## src/rtl/fwft_unpack_pkg.sv

```systemverilog
// Shared helpers for the FWFT FIFO width down-converter.
// Optional feature macro used by the top level: FWFT_UNPACK_LAST_EN.
package fwft_unpack_pkg;

   // Holding-register state, exposed as an enum so it reads clearly in waves
   typedef enum logic {
      EMPTY  = 1'b0,
      LOADED = 1'b1
   } unpack_state_t;

   // Number of narrow lanes in one wide word
   function automatic int ratio(input int in_w, input int out_w);
      return in_w / out_w;
   endfunction

   // Map the beat counter onto a physical lane; swap emits the top lane first
   function automatic int lane_idx(input int cnt, input int ratio_n, input bit swap);
      return swap ? (ratio_n - 1 - cnt) : cnt;
   endfunction

endpackage

```

## src/rtl/fwft_unpack_lane_sel.sv

```systemverilog
// Combinational lane multiplexer: picks one OUT_WIDTH slice of the held word.
module fwft_unpack_lane_sel
   import fwft_unpack_pkg::*;
#(
   parameter int IN_WIDTH  = 32,
   parameter int OUT_WIDTH = 8,
   parameter int IDX_W     = 2
) (
   input  logic [IN_WIDTH-1:0]  hold_data,
   input  logic [IDX_W-1:0]     idx,
   output logic [OUT_WIDTH-1:0] out_data
);

   localparam int RATIO = ratio(IN_WIDTH, OUT_WIDTH);

   logic [OUT_WIDTH-1:0] lanes [RATIO];

   generate
      for (genvar gi = 0; gi < RATIO; gi++) begin : g_lane
         assign lanes[gi] = hold_data[gi*OUT_WIDTH +: OUT_WIDTH];
      end
   endgenerate

   // Explicit compare chain so an out-of-range index yields zero, never X
   always_comb begin
      out_data = '0;
      for (int i = 0; i < RATIO; i++) begin
         if (idx == IDX_W'(i)) out_data = lanes[i];
      end
   end

endmodule

```

## src/rtl/fwft_fifo_unpacker.sv

```systemverilog
// Read-side width down-converter for a FWFT FIFO: pops one wide word and
// streams it out as IN_WIDTH/OUT_WIDTH narrow beats on a valid/ready port.
// Optional macro FWFT_UNPACK_LAST_EN adds an out_last end-of-word marker.
module fwft_fifo_unpacker
   import fwft_unpack_pkg::*;
#(
   parameter int IN_WIDTH  = 32,
   parameter int OUT_WIDTH = 8,
   parameter bit WORD_SWAP = 1'b1
) (
   input  logic                 clk,
   input  logic                 rst,
   input  logic [IN_WIDTH-1:0]  in_data,
   input  logic                 in_vld,
   output logic                 in_rden,
   output logic [OUT_WIDTH-1:0] out_data,
   output logic                 out_vld,
   input  logic                 out_rdy,
`ifdef FWFT_UNPACK_LAST_EN
   output logic                 out_last,
`endif
   input  logic                 flush
);

   localparam int RATIO = ratio(IN_WIDTH, OUT_WIDTH);
   localparam int CNT_W = (RATIO > 1) ? $clog2(RATIO) : 1;

   generate
      if ((IN_WIDTH % OUT_WIDTH) != 0 || RATIO < 2) begin : g_bad_cfg
         $error("fwft_fifo_unpacker: IN_WIDTH must be a multiple of OUT_WIDTH with ratio >= 2");
      end
   endgenerate

   unpack_state_t        state_reg, state_next;
   logic [IN_WIDTH-1:0]  hold_reg, hold_next;
   logic [CNT_W-1:0]     lane_cnt_reg, lane_cnt_next;
   logic [CNT_W-1:0]     lane_sel;
   logic                 hold_vld;
   logic                 last_lane;
   logic                 accept;

   assign hold_vld  = (state_reg == LOADED);
   assign last_lane = (lane_cnt_reg == CNT_W'(RATIO - 1));
   assign accept    = hold_vld && out_rdy;

   // Pop only when the holding register is free or is being drained this cycle
   assign in_rden = !rst && !flush && in_vld && (!hold_vld || (last_lane && out_rdy));

   // Register update; reset clears everything so out_data also reads zero
   always_ff @(posedge clk) begin
      if (rst) begin
         state_reg    <= EMPTY;
         hold_reg     <= '0;
         lane_cnt_reg <= '0;
      end else begin
         state_reg    <= state_next;
         hold_reg     <= hold_next;
         lane_cnt_reg <= lane_cnt_next;
      end
   end

   // Next-state: flush beats load, load beats a plain lane advance
   always_comb begin
      state_next    = state_reg;
      hold_next     = hold_reg;
      lane_cnt_next = lane_cnt_reg;
      if (flush) begin
         state_next    = EMPTY;
         lane_cnt_next = '0;
      end else if (in_rden) begin
         state_next    = LOADED;
         hold_next     = in_data;
         lane_cnt_next = '0;
      end else if (accept) begin
         if (last_lane) begin
            state_next    = EMPTY;
            lane_cnt_next = '0;
         end else begin
            lane_cnt_next = lane_cnt_reg + CNT_W'(1);
         end
      end
   end

   assign lane_sel = CNT_W'(lane_idx(int'(lane_cnt_reg), RATIO, WORD_SWAP));

   fwft_unpack_lane_sel #(
      .IN_WIDTH  (IN_WIDTH),
      .OUT_WIDTH (OUT_WIDTH),
      .IDX_W     (CNT_W)
   ) u_lane_sel (
      .hold_data (hold_reg),
      .idx       (lane_sel),
      .out_data  (out_data)
   );

   assign out_vld = hold_vld;

`ifdef FWFT_UNPACK_LAST_EN
   assign out_last = hold_vld && last_lane;
`endif

endmodule
```

## config.mk

```make
export PLATFORM = sky130hd
export DESIGN_NAME = fwft_fifo_unpacker
export DESIGN_NICKNAME = d
export VERILOG_FILES = /design/src/rtl/fwft_unpack_pkg.sv /design/src/rtl/fwft_unpack_lane_sel.sv /design/src/rtl/fwft_fifo_unpacker.sv
export SDC_FILE = /design/constraint.sdc
export NUM_CORES = 1
export LEC_CHECK = 0
export ABC_CLOCK_PERIOD_IN_PS = 2200
export CAP_MARGIN = 0
export CORE_UTILIZATION = 48
export CTS_CLUSTER_SIZE = 14
export DETAILED_ROUTE_END_ITERATION = 10
export PLACE_DENSITY = 0.81
export REMOVE_ABC_BUFFERS = 1
export SLEW_MARGIN = 0
export SYNTH_ARGS = -nofsm -noshare
export SYNTH_HDL_FRONTEND = slang
export SYNTH_HIERARCHICAL = 1
export SYNTH_SLANG_ARGS = --single-unit
```

## constraint.sdc

```tcl
create_clock -name clk -period 2.2 [get_ports clk]
set_clock_uncertainty 0.15 [all_clocks]
set_input_delay 0.66 -clock clk [delete_from_list [all_inputs] [get_ports clk]]
set_output_delay 0.66 -clock clk [all_outputs]
set_load 0.02 [all_outputs]
```

# Yosys cells after proc, flatten, opt, wreduce, memory -nomap -nowiden
# Cells that the tools add are included.
dict set report totals {
  regBits 35
  inputBits 37
  output_inout_bits 10
  elab_cells 34
}
dict set report classes {
  addsub 2
  eq_ne 4
  mux 8
  n_bitwise 1
  reduce_logical 16
}
# op n
set op_table {}
lappend op_table {{8-bit two-way mux} 4}
lappend op_table {{2-bit equality test (second input constant)} 3}
lappend op_table {{1-bit logical AND} 5}
lappend op_table {{2-bit AND reduction} 2}
lappend op_table {{2-bit nonzero test} 2}
lappend op_table {{1-bit logical NOT} 3}
lappend op_table {{1-bit two-way mux} 3}
lappend op_table {{3-bit OR reduction} 1}
lappend op_table {{2-bit by 1-bit adder with 2-bit output (second input constant)} 1}
lappend op_table {{2-bit by 1-bit equality test with 1-bit output (second input constant)} 1}
lappend op_table {{2-bit logical NOT} 1}
lappend op_table {{2-bit two-way mux} 1}
lappend op_table {{2-bit OR reduction} 1}
lappend op_table {{2-bit subtractor (first input constant)} 1}
lappend op_table {{1-bit logical OR} 1}
lappend op_table {{1-bit inverter} 1}

# Longest topological paths before layout
# Gate-level depths: netlist of run 1.
dict set report depth {
  word_depth 6
  ltp_mapped 7
  mapped_depth_nobuf 4
}

# Cells and area by module
# The synthesis of run 1 kept the hierarchy.
# module n_inst cells_per_inst area_each_um2 seq_area_each_um2
set by_module_without_submodules {}
lappend by_module_without_submodules {fwft_fifo_unpacker 1 161 1545.2 700.7}
lappend by_module_without_submodules {fwft_unpack_lane_sel 1 10 196.4 0.0}

# Worst setup path after synthesis of run 1
# No wires, ideal clock.
dict set report synth_timing {
  kind {input -> output}
  from {in out_rdy}
  to {out in_rden}
  t_arrival_ns 1.387
  t_required_ns 1.390
  slack_ns 0.003
  path_stages 5
  n_path_buf 3
  path_cell_list {a21bo_1 buf_6 and3_4 buf_6 buf_6}
}
dict set report synth_via {
  elab_chain_cells 3
}
# element line
set synth_lines {}
lappend synth_lines {{from (decl)} fwft_fifo_unpacker.sv:18} ;# input logic out_rdy,
lappend synth_lines {{1-bit logical AND} fwft_fifo_unpacker.sv:47} ;# assign in_rden = !rst && !flush && in_vld && (!hold_vld || (last_lane && out_rdy));
lappend synth_lines {{1-bit logical OR} fwft_fifo_unpacker.sv:47}
lappend synth_lines {{1-bit logical AND} fwft_fifo_unpacker.sv:47}
lappend synth_lines {{to (decl)} fwft_fifo_unpacker.sv:15} ;# output logic in_rden,
# No other way between the ends.

# Worst setup path in the final report of run 1
dict set report layout_timing {
  from {reg lane_cnt_reg[0]}
  to {out out_data[4]}
}
dict set report layout_via {
  elab_chain_cells 6
  word_cells_on_any_way 9
  classes_between {add/sub: 1; eq/ne: 3; mux: 4; reduce/logical: 1}
}
# element line
set layout_lines {}
lappend layout_lines {{from (decl)} fwft_fifo_unpacker.sv:36} ;# logic [CNT_W-1:0] lane_cnt_reg, lane_cnt_next;
lappend layout_lines {{from (signal assigned)} fwft_fifo_unpacker.sv:58} ;# lane_cnt_reg <= lane_cnt_next;
lappend layout_lines {{2-bit subtractor *} fwft_unpack_pkg.sv:18} ;# return swap ? (ratio_n - 1 - cnt) : cnt;
lappend layout_lines {{named net lane_sel[0]} fwft_fifo_unpacker.sv:37} ;# logic [CNT_W-1:0] lane_sel;
lappend layout_lines {{2-bit logical NOT} fwft_unpack_lane_sel.sv:28} ;# if (idx == IDX_W'(i)) out_data = lanes[i];
lappend layout_lines {{8-bit two-way mux (3 in a row)} fwft_unpack_lane_sel.sv:28}
lappend layout_lines {{8-bit two-way mux *} fwft_unpack_lane_sel.sv:28}
lappend layout_lines {{to (decl)} fwft_fifo_unpacker.sv:16} ;# output logic [OUT_WIDTH-1:0] out_data,
# The timed path passes the listed nets; every way through them passes the cells marked *.

==> results of run 1 <==
repair_timing:
action	in CTS	in global routing
pin swaps	3	1
resized for setup	66	0
buffers inserted	3	0
hold endpoints to repair	0	0
setup endpoints to repair	10	9
logic make-up after synthesis:
family,count (synthesis),share of synthesized area
and+or+nand+nor,70,0.236
AOI/OAI and AO/OA,37,0.177
DFF,35,0.402
buffers and inverters,19,0.0675
muxes,9,0.109
adders and majority gates,1,0.00718
final cells by class:
type                    instances  share of cell area
clock buffers                   8              0.0286
inverters                       3             0.00468
well taps                      46              0.0239
flip-flops and latches         35               0.292
multi-input cells             117               0.392
repair buffers                 66               0.259
how the worst max path moves through the flow:
| stage | start | end | slack [ns] | depth (start not counted) |
|---|---|---|---|---|
| after CTS | lane_cnt_reg[0] | out_data[4] | -0.17 | 4 |
| final | lane_cnt_reg[0] | out_data[4] | -0.16 | 4 |
| after global placement | rst | in_rden | -0.71 | 4 |
| after detailed placement | rst | in_rden | -0.72 | 4 |
| after floorplan | out_rdy | in_rden | -0.48 | 2 |
| after global routing | lane_cnt_reg[0] | out_data[4] | -0.22 | 4 |
through the flow:
stage | cell area, µm² | utilization | cells | power (mW) | setup TNS (ns)
finish | 2410 | 0.705 | 275 | 1.31 | -1.16
global route | 2410 | 0.705 | 275 | 1.38 | -1.70
CTS | 2410 | 0.705 | 275 | 1.32 | -1.29
detailed placement | 2290 | 0.670 | 264 | 0.924 | -8.56
global placement | 2290 | 0.670 | 264 | 0.917 | -7.30
floorplan | 1640 | - | 155 | 0.794 | -2.50
cell usage after synthesis (all sizes together):
library cell / number
nand2b: 32
a21bo: 1
a21o: 1
nor4: 1
buf: 6
dfxtp: 35
a21boi: 1
mux4: 8
ha: 1
mux2i: 1
inv: 3
nor3b: 2
o21ai: 33
nor2: 1
o211a: 1
nand3: 32
and3: 1
clkbuf: 10
nand2: 1
routing by layer:
metal  GRT usage  vias to the layer above  wire (µm)
met5           0                        -          0
met4      0.0930                        0         63
met3      0.0754                        7        228
met2       0.359                       45       1910
met1       0.286                      704       1850
li1            -                      720          -
power breakdown:
| part | internal (mW) | total [mW] | switching, mW |
|---|---|---|---|
| clock | 0.188 | 0.396 | 0.208 |
| sequential | 0.666 | 0.681 | 0.0155 |
| combinational | 0.137 | 0.236 | 0.0985 |
| total | 0.991 | 1.31 | 0.322 |
worst max-delay path: cells and delay by family (launching register included):
family                 cells  cell delay (ns)
muxes                      1             0.53
buffers and inverters      3             0.35
DFF                        1             0.34
==> out/qor.log, run 1 <==
[flow_run] Max Cap Viol 0
[synthesis] count of different cell masters after synthesis 22
[cts] number of clock buffers inserted by TritonCTS 5
[critical_path] worst-case reg-to-reg path depth 6
[detailed_routing] total via count in the routed design 1476
[detailed_routing] Vias/cell 5.37
[cts] number of sinks on the clock net 35
[place] pre-CTS setup slack -0.720 ns
[critical_path] CP dominant cell by count buf_6
[cells_and_area] fraction of final layout cells sized beyond drive strength 1 0.349
[detailed_routing] routed wire length 4050 µm
[synthesis] area leader, netlist dfxtp_1
[timing] Post-Route Hold Slack 0.328 ns
[critical_path] data arrival time of the critical path 1.55 ns
[timing] setup ws final -0.159 ns
[critical_path] kind of launch point of the worst setup path flop
[floorplanning] Top Ports 47
[power] static power due to leakage 0.938 nW
[detailed_routing] residual antenna-violating net count after detailed routing 0
[cells_and_area] Layout Nets 266
[timing] Final period util 1.07
[timing] Final Hold Vio Count 0
[cells_and_area] commonest non-fill, non-tap cell in the layout dfxtp_1
[detailed_routing] Routed WL per cell 14.7 µm
[synthesis] area share of the leading cell type in the synthesized netlist 0.402
[global_route] pin count of the biggest net entering global routing 35
[global_route] global-route congestion overflow total 0
[cts] CTS H-tree depth 2
[cells_and_area] Largest register FFs 32
[timing] final setup violating endpoints 9
[timing] shortest clock period the worst path allows after layout 2.36 ns
[cells_and_area] Layout Area Growth over Synthesis 38.2%
[power] peak ir drop on the vdd network 0.000290 V
[cts] buffer levels on the longest clock path 2
[critical_path] worst-path cell chain inv_2 -> buf_6 -> mux4_2 -> buf_6
[synthesis] total number of yosys warnings 6
[place] count of buffers from port buffering 46
[global_route] vias in the first global route 1473
[timing] setup repair after global routing missed its margin yes
[cells_and_area] most frequent cells in the layout dfxtp_1, nand2b_1, nand3_1, clkdlybuf4s50_1, o21ai_2
[global_route] global-route wire length before repair 6740 µm
[hold_path] hold path start hold_reg[20]
[synthesis] synthesis-stage register bit count 35
[global_route] number of antenna violations at the first check in global routing 0
[synthesis] per-instance average area after synthesis 10.2 µm²
[run_status] status finished, violations left
[floorplanning] standard-cell rows 21
[detailed_routing] first-pass iteration count of the detailed router 4
[detailed_routing] number of design-rule violations left by the first detailed-router iteration 106
[detailed_routing] drc violations 0
[floorplanning] initial core utilization 0.510
[timing] Peak Freq 0.424 GHz
[place] final HPWL from detailed placement 2750 µm
[floorplanning] core area 0.00342 mm²
[cts] clock tree from TritonCTS done
[cells_and_area] count of fill cells added during filler insertion 276
[cts] clock transition at the registers of the reported paths 0.10 ns
[critical_path] required time worst endpoint 1.39 ns
[synthesis] synth top area cells dfxtp_1, o21ai_2, nand2b_1
[timing] transition time of the tightest slew-check pin 0.535 ns
[cells_and_area] sequential cell area in the final layout 702 µm²
[place] GPL Wtd Cong 0.783
[global_route] combined global-route utilization of all metal layers 0.228
[hold_path] hold path depth 2
[cells_and_area] area of the multi-input gates 945 µm²
[cts] clock root buffer clkbuf_4
[cts] Skew-Pair Late Insertion Delay 0.33 ns
[floorplanning] Die Outline Area 0.00387 mm²
[critical_path] RR Startpoint lane_cnt_reg[0]
[hold_path] hold worst-path end hold_reg[20]
[critical_path] critical path capture point type primary output
[cells_and_area] antenna cells 0
[run_status] failing checks setup timing
[synthesis] netlist area before placement 0.00174 mm²
[critical_path] worst flop-to-flop path endpoint hold_reg[25]
[timing] Slew Limit Fails 0
[critical_path] slowest stage cell on the critical path mux4_2
[critical_path] Max stage delay on crit path 0.53 ns
[floorplanning] height of the die 62.2 µm
[critical_path] highest net fanout along the worst path 3
[critical_path] startpoint-to-endpoint class of the critical path reg -> out
[cts] number of hold buffers added after cts 0
[synthesis] Post-Synthesis Cells 171
[synthesis] proportion of synthesized chip area in sequential cells 0.402
[hold_path] worst hold-check path type reg -> reg
[floorplanning] DIE WIDTH 62.2 µm
[power] total power density per cell area 546 mW/mm²
[critical_path] slack of the worst reg-to-reg path 0.34 ns
[timing] worst slew margin relative to its limit 0.643
No activity file was read; power rests on OpenSTA's default activity.
==> run 2: changes to the inputs <==
- CELL_PAD_IN_SITES_DETAIL_PLACEMENT: unset -> 2
- CELL_PAD_IN_SITES_GLOBAL_PLACEMENT: unset -> 2
- CORE_ASPECT_RATIO: unset -> 0.8
- CORE_UTILIZATION: 48 -> 29
- PLACE_DENSITY: 0.81 -> 0.8
==> run 2 against run 1 <==
Compared with the run above: the flow still finishes with violations (setup timing); largest power group unchanged; fmax is 0.99% higher; clock-buffer cell count decreased by 1; critical endpoint is now out_data[6]; global-route usage down 4.6 points; worst setup slack improved by 0.023 ns; sequential power about the same; final area up 4.8%; combinational power increased by 4%; sequential cell count unchanged; routed wire length is 33% higher; clock power up 33%.
==> out/qor.log, run 2 (same netlist as run 1, synthesis figures left out) <==
[run_status] status finished, violations left
[run_status] failing checks setup timing
[cells_and_area] area of all placed cells without fillers 0.00252 mm² [+4.8%]
[cells_and_area] fraction of final layout cells sized beyond drive strength 1 0.357 [+0.00718]
[timing] Peak Freq 0.428 GHz [+0.99%]
[place] count of buffers from port buffering 46 [unchanged]
[global_route] pin count of the biggest net entering global routing 34 [-2.9%]
[critical_path] critical path capture point type primary output
[cts] Skew-Pair Late Insertion Delay 0.29 ns [-0.04 ns]
[timing] setup repair after global routing missed its margin yes
[cells_and_area] Layout Nets 267 [+0.38%]
[timing] shortest clock period the worst path allows after layout 2.34 ns [-0.0231 ns]
[timing] Final period util 1.06 [-0.0105]
[timing] final setup violating endpoints 9 [unchanged]
[hold_path] worst hold-check path type reg -> reg
[critical_path] kind of launch point of the worst setup path flop
[critical_path] worst flop-to-flop path endpoint hold_reg[25]
[floorplanning] Top Ports 47 [unchanged]
[cts] clock tree from TritonCTS done
[place] GPL Wtd Cong 0.718 [-8.3%]
[critical_path] Max stage delay on crit path 0.52 ns [about the same]
[critical_path] data arrival time of the critical path 1.53 ns [-0.02 ns]
[cells_and_area] final instance count without filler cells 308 [+12%]
[cells_and_area] antenna cells 0 [unchanged]
[timing] setup ws final -0.136 ns [+0.0231 ns]
[timing] Slew Limit Fails 0 [unchanged]
[timing] transition time of the tightest slew-check pin 0.553 ns [+0.0171 ns]
[critical_path] source of the critical timing path lane_cnt_reg[0]
[floorplanning] core area 0.00562 mm² [+64%]
[critical_path] required time worst endpoint 1.39 ns [about the same]
[cells_and_area] commonest non-fill, non-tap cell in the layout dfxtp_1
[power] total power density per cell area 577 mW/mm² [+5.8%]
[detailed_routing] number of design-rule violations left by the first detailed-router iteration 36 [-66%]
[critical_path] worst-path cell chain inv_2 -> buf_12 -> mux4_2 -> buf_6
[detailed_routing] drc violations 0 [unchanged]
[place] pre-CTS setup slack -0.754 ns [-0.0340 ns]
[detailed_routing] Routed WL per cell 17.5 µm [+19%]
[global_route] vias in the first global route 1722 [+17%]
[detailed_routing] residual antenna-violating net count after detailed routing 0 [unchanged]
[timing] Final Hold Vio Count 0 [unchanged]
[timing] worst slew margin relative to its limit 0.632 [-0.0114]
[floorplanning] DIE WIDTH 88.6 µm [+42%]
[critical_path] worst-case reg-to-reg path depth 7 [+1]
[floorplanning] initial core utilization 0.310 [-0.200]
[detailed_routing] first-pass iteration count of the detailed router 4 [unchanged]
[cts] clock transition at the registers of the reported paths 0.08 ns [-0.02 ns]
[place] cell area after placement 0.00234 mm² [+2.5%]
[global_route] combined global-route utilization of all metal layers 0.182 [-0.0457]
[critical_path] end point of the critical path out_data[6]
[critical_path] RR Startpoint lane_cnt_reg[0]
[timing] Total Negative Setup Slacks -1.03 ns [+0.129 ns]
[flow_run] Max Cap Viol 0 [unchanged]
[detailed_routing] routed wire length 5390 µm [+33%]
[detailed_routing] Vias/cell 4.88 [-9.1%]
[cells_and_area] Layout Area Growth over Synthesis 44.9%
[critical_path] startpoint-to-endpoint class of the critical path reg -> out
[cts] clock root buffer clkbuf_8
[detailed_routing] total via count in the routed design 1502 [+1.8%]
[cells_and_area] most frequent cells in the layout dfxtp_1, nand2b_1, nand3_1, clkdlybuf4s50_1, o21ai_2
[cts] CTS H-tree depth 2 [unchanged]
[power] static power due to leakage 0.989 nW [+5.4%]
[global_route] number of antenna violations at the first check in global routing 0 [unchanged]
[critical_path] slowest stage cell on the critical path mux4_2
[critical_path] slack of the worst reg-to-reg path 0.19 ns [-0.15 ns]
[place] number of cells after detailed placement 295 [+12%]
[global_route] global-route congestion overflow total 0 [unchanged]
[power] peak ir drop on the vdd network 0.000178 V [-39%]
[cts] number of clock buffers inserted by TritonCTS 5 [unchanged]
[cts] number of sinks on the clock net 35 [unchanged]
[critical_path] highest net fanout along the worst path 6 [+3]
[power] Power, Total 1.46 mW [+11%]
[cells_and_area] Largest register FFs 32 [unchanged]
[global_route] global-route wire length before repair 8630 µm [+28%]
[cts] buffer levels on the longest clock path 2 [unchanged]
[floorplanning] height of the die 71.3 µm [+15%]
[cts] number of hold buffers added after cts 0 [unchanged]
[floorplanning] standard-cell rows 24 [+14%]
[floorplanning] Die Outline Area 0.00632 mm² [+63%]
[place] final HPWL from detailed placement 3610 µm [+31%]
==> run 2: cell count changes in the layout (fill, tap and decap cells not counted) <==
cell             delta
clkinvlp_4          +1
dlymetal6s2s_1      +2
buf_4               -1
dlygate4sd2_1       -3
clkbuf_8            +5
clkbuf_4            -5
buf_12              +2
clkdlybuf4s15_1     +1
clkbuf_1            -1
==> run 2: final cells by class <==
| cell class | instances | area [µm²] |
|---|---|---|
| fill | 621 | 3090 |
| multi-input combinational | 117 | 945 |
| inverter | 3 | 11.3 |
| clock buffer | 7 | 96.3 |
| sequential | 35 | 702 |
| clock inverter | 1 | 7.51 |
| timing repair buffer | 67 | 664 |
| tap | 78 | 97.6 |
==> run 2: how the worst min path moves through the flow <==
stage	to	startpoint	cells past startpoint	slack, ns
finish	hold_reg[2]	hold_reg[2]	2	0.33
global route	hold_reg[5]	hold_reg[5]	2	0.36
CTS	hold_reg[2]	hold_reg[2]	2	0.33
detailed placement	hold_reg[20]	hold_reg[20]	2	0.32
global placement	hold_reg[26]	hold_reg[26]	2	0.31
floorplan	hold_reg[25]	hold_reg[25]	2	0.30
==> run 2: power by group <==
part           internal, mW  leakage, nW  total, mW  switching, mW
combinational         0.140        0.651      0.246          0.106
sequential            0.666        0.287      0.683         0.0173
clock                 0.285       0.0505      0.528          0.243
==> run 2: per-layer routing <==
metal  track usage  share of wire  vias to the layer above
met3        0.0392          0.038                        9
met1         0.217           0.42                      736
met5             0              0                        -
li1              -              -                      722
met4        0.0573          0.014                        0
met2         0.324           0.53                       35
==> run 2: timing repair <==
action | 4_1_cts | 5_1_grt
resized for setup | 62 | 5
pin swaps | 2 | 3
setup endpoints to repair | 12 | 10
setup buffers | 2 | 3
==> run 2: critical path: cells and delay by family (launching register included) <==
kind                   cells  cell delay, ns
buffers and inverters      3            0.37
DFF                        1            0.33
muxes                      1            0.52
==> run 2: through the flow <==
stage,utilization,hold WS [ns]
6_report,0.449,0.327
3_3_place_gp,0.418,0.307
4_1_cts,0.442,0.331
5_1_grt,0.449,0.357
2_1_floorplan,-,0.295
3_5_place_dp,0.418,0.319
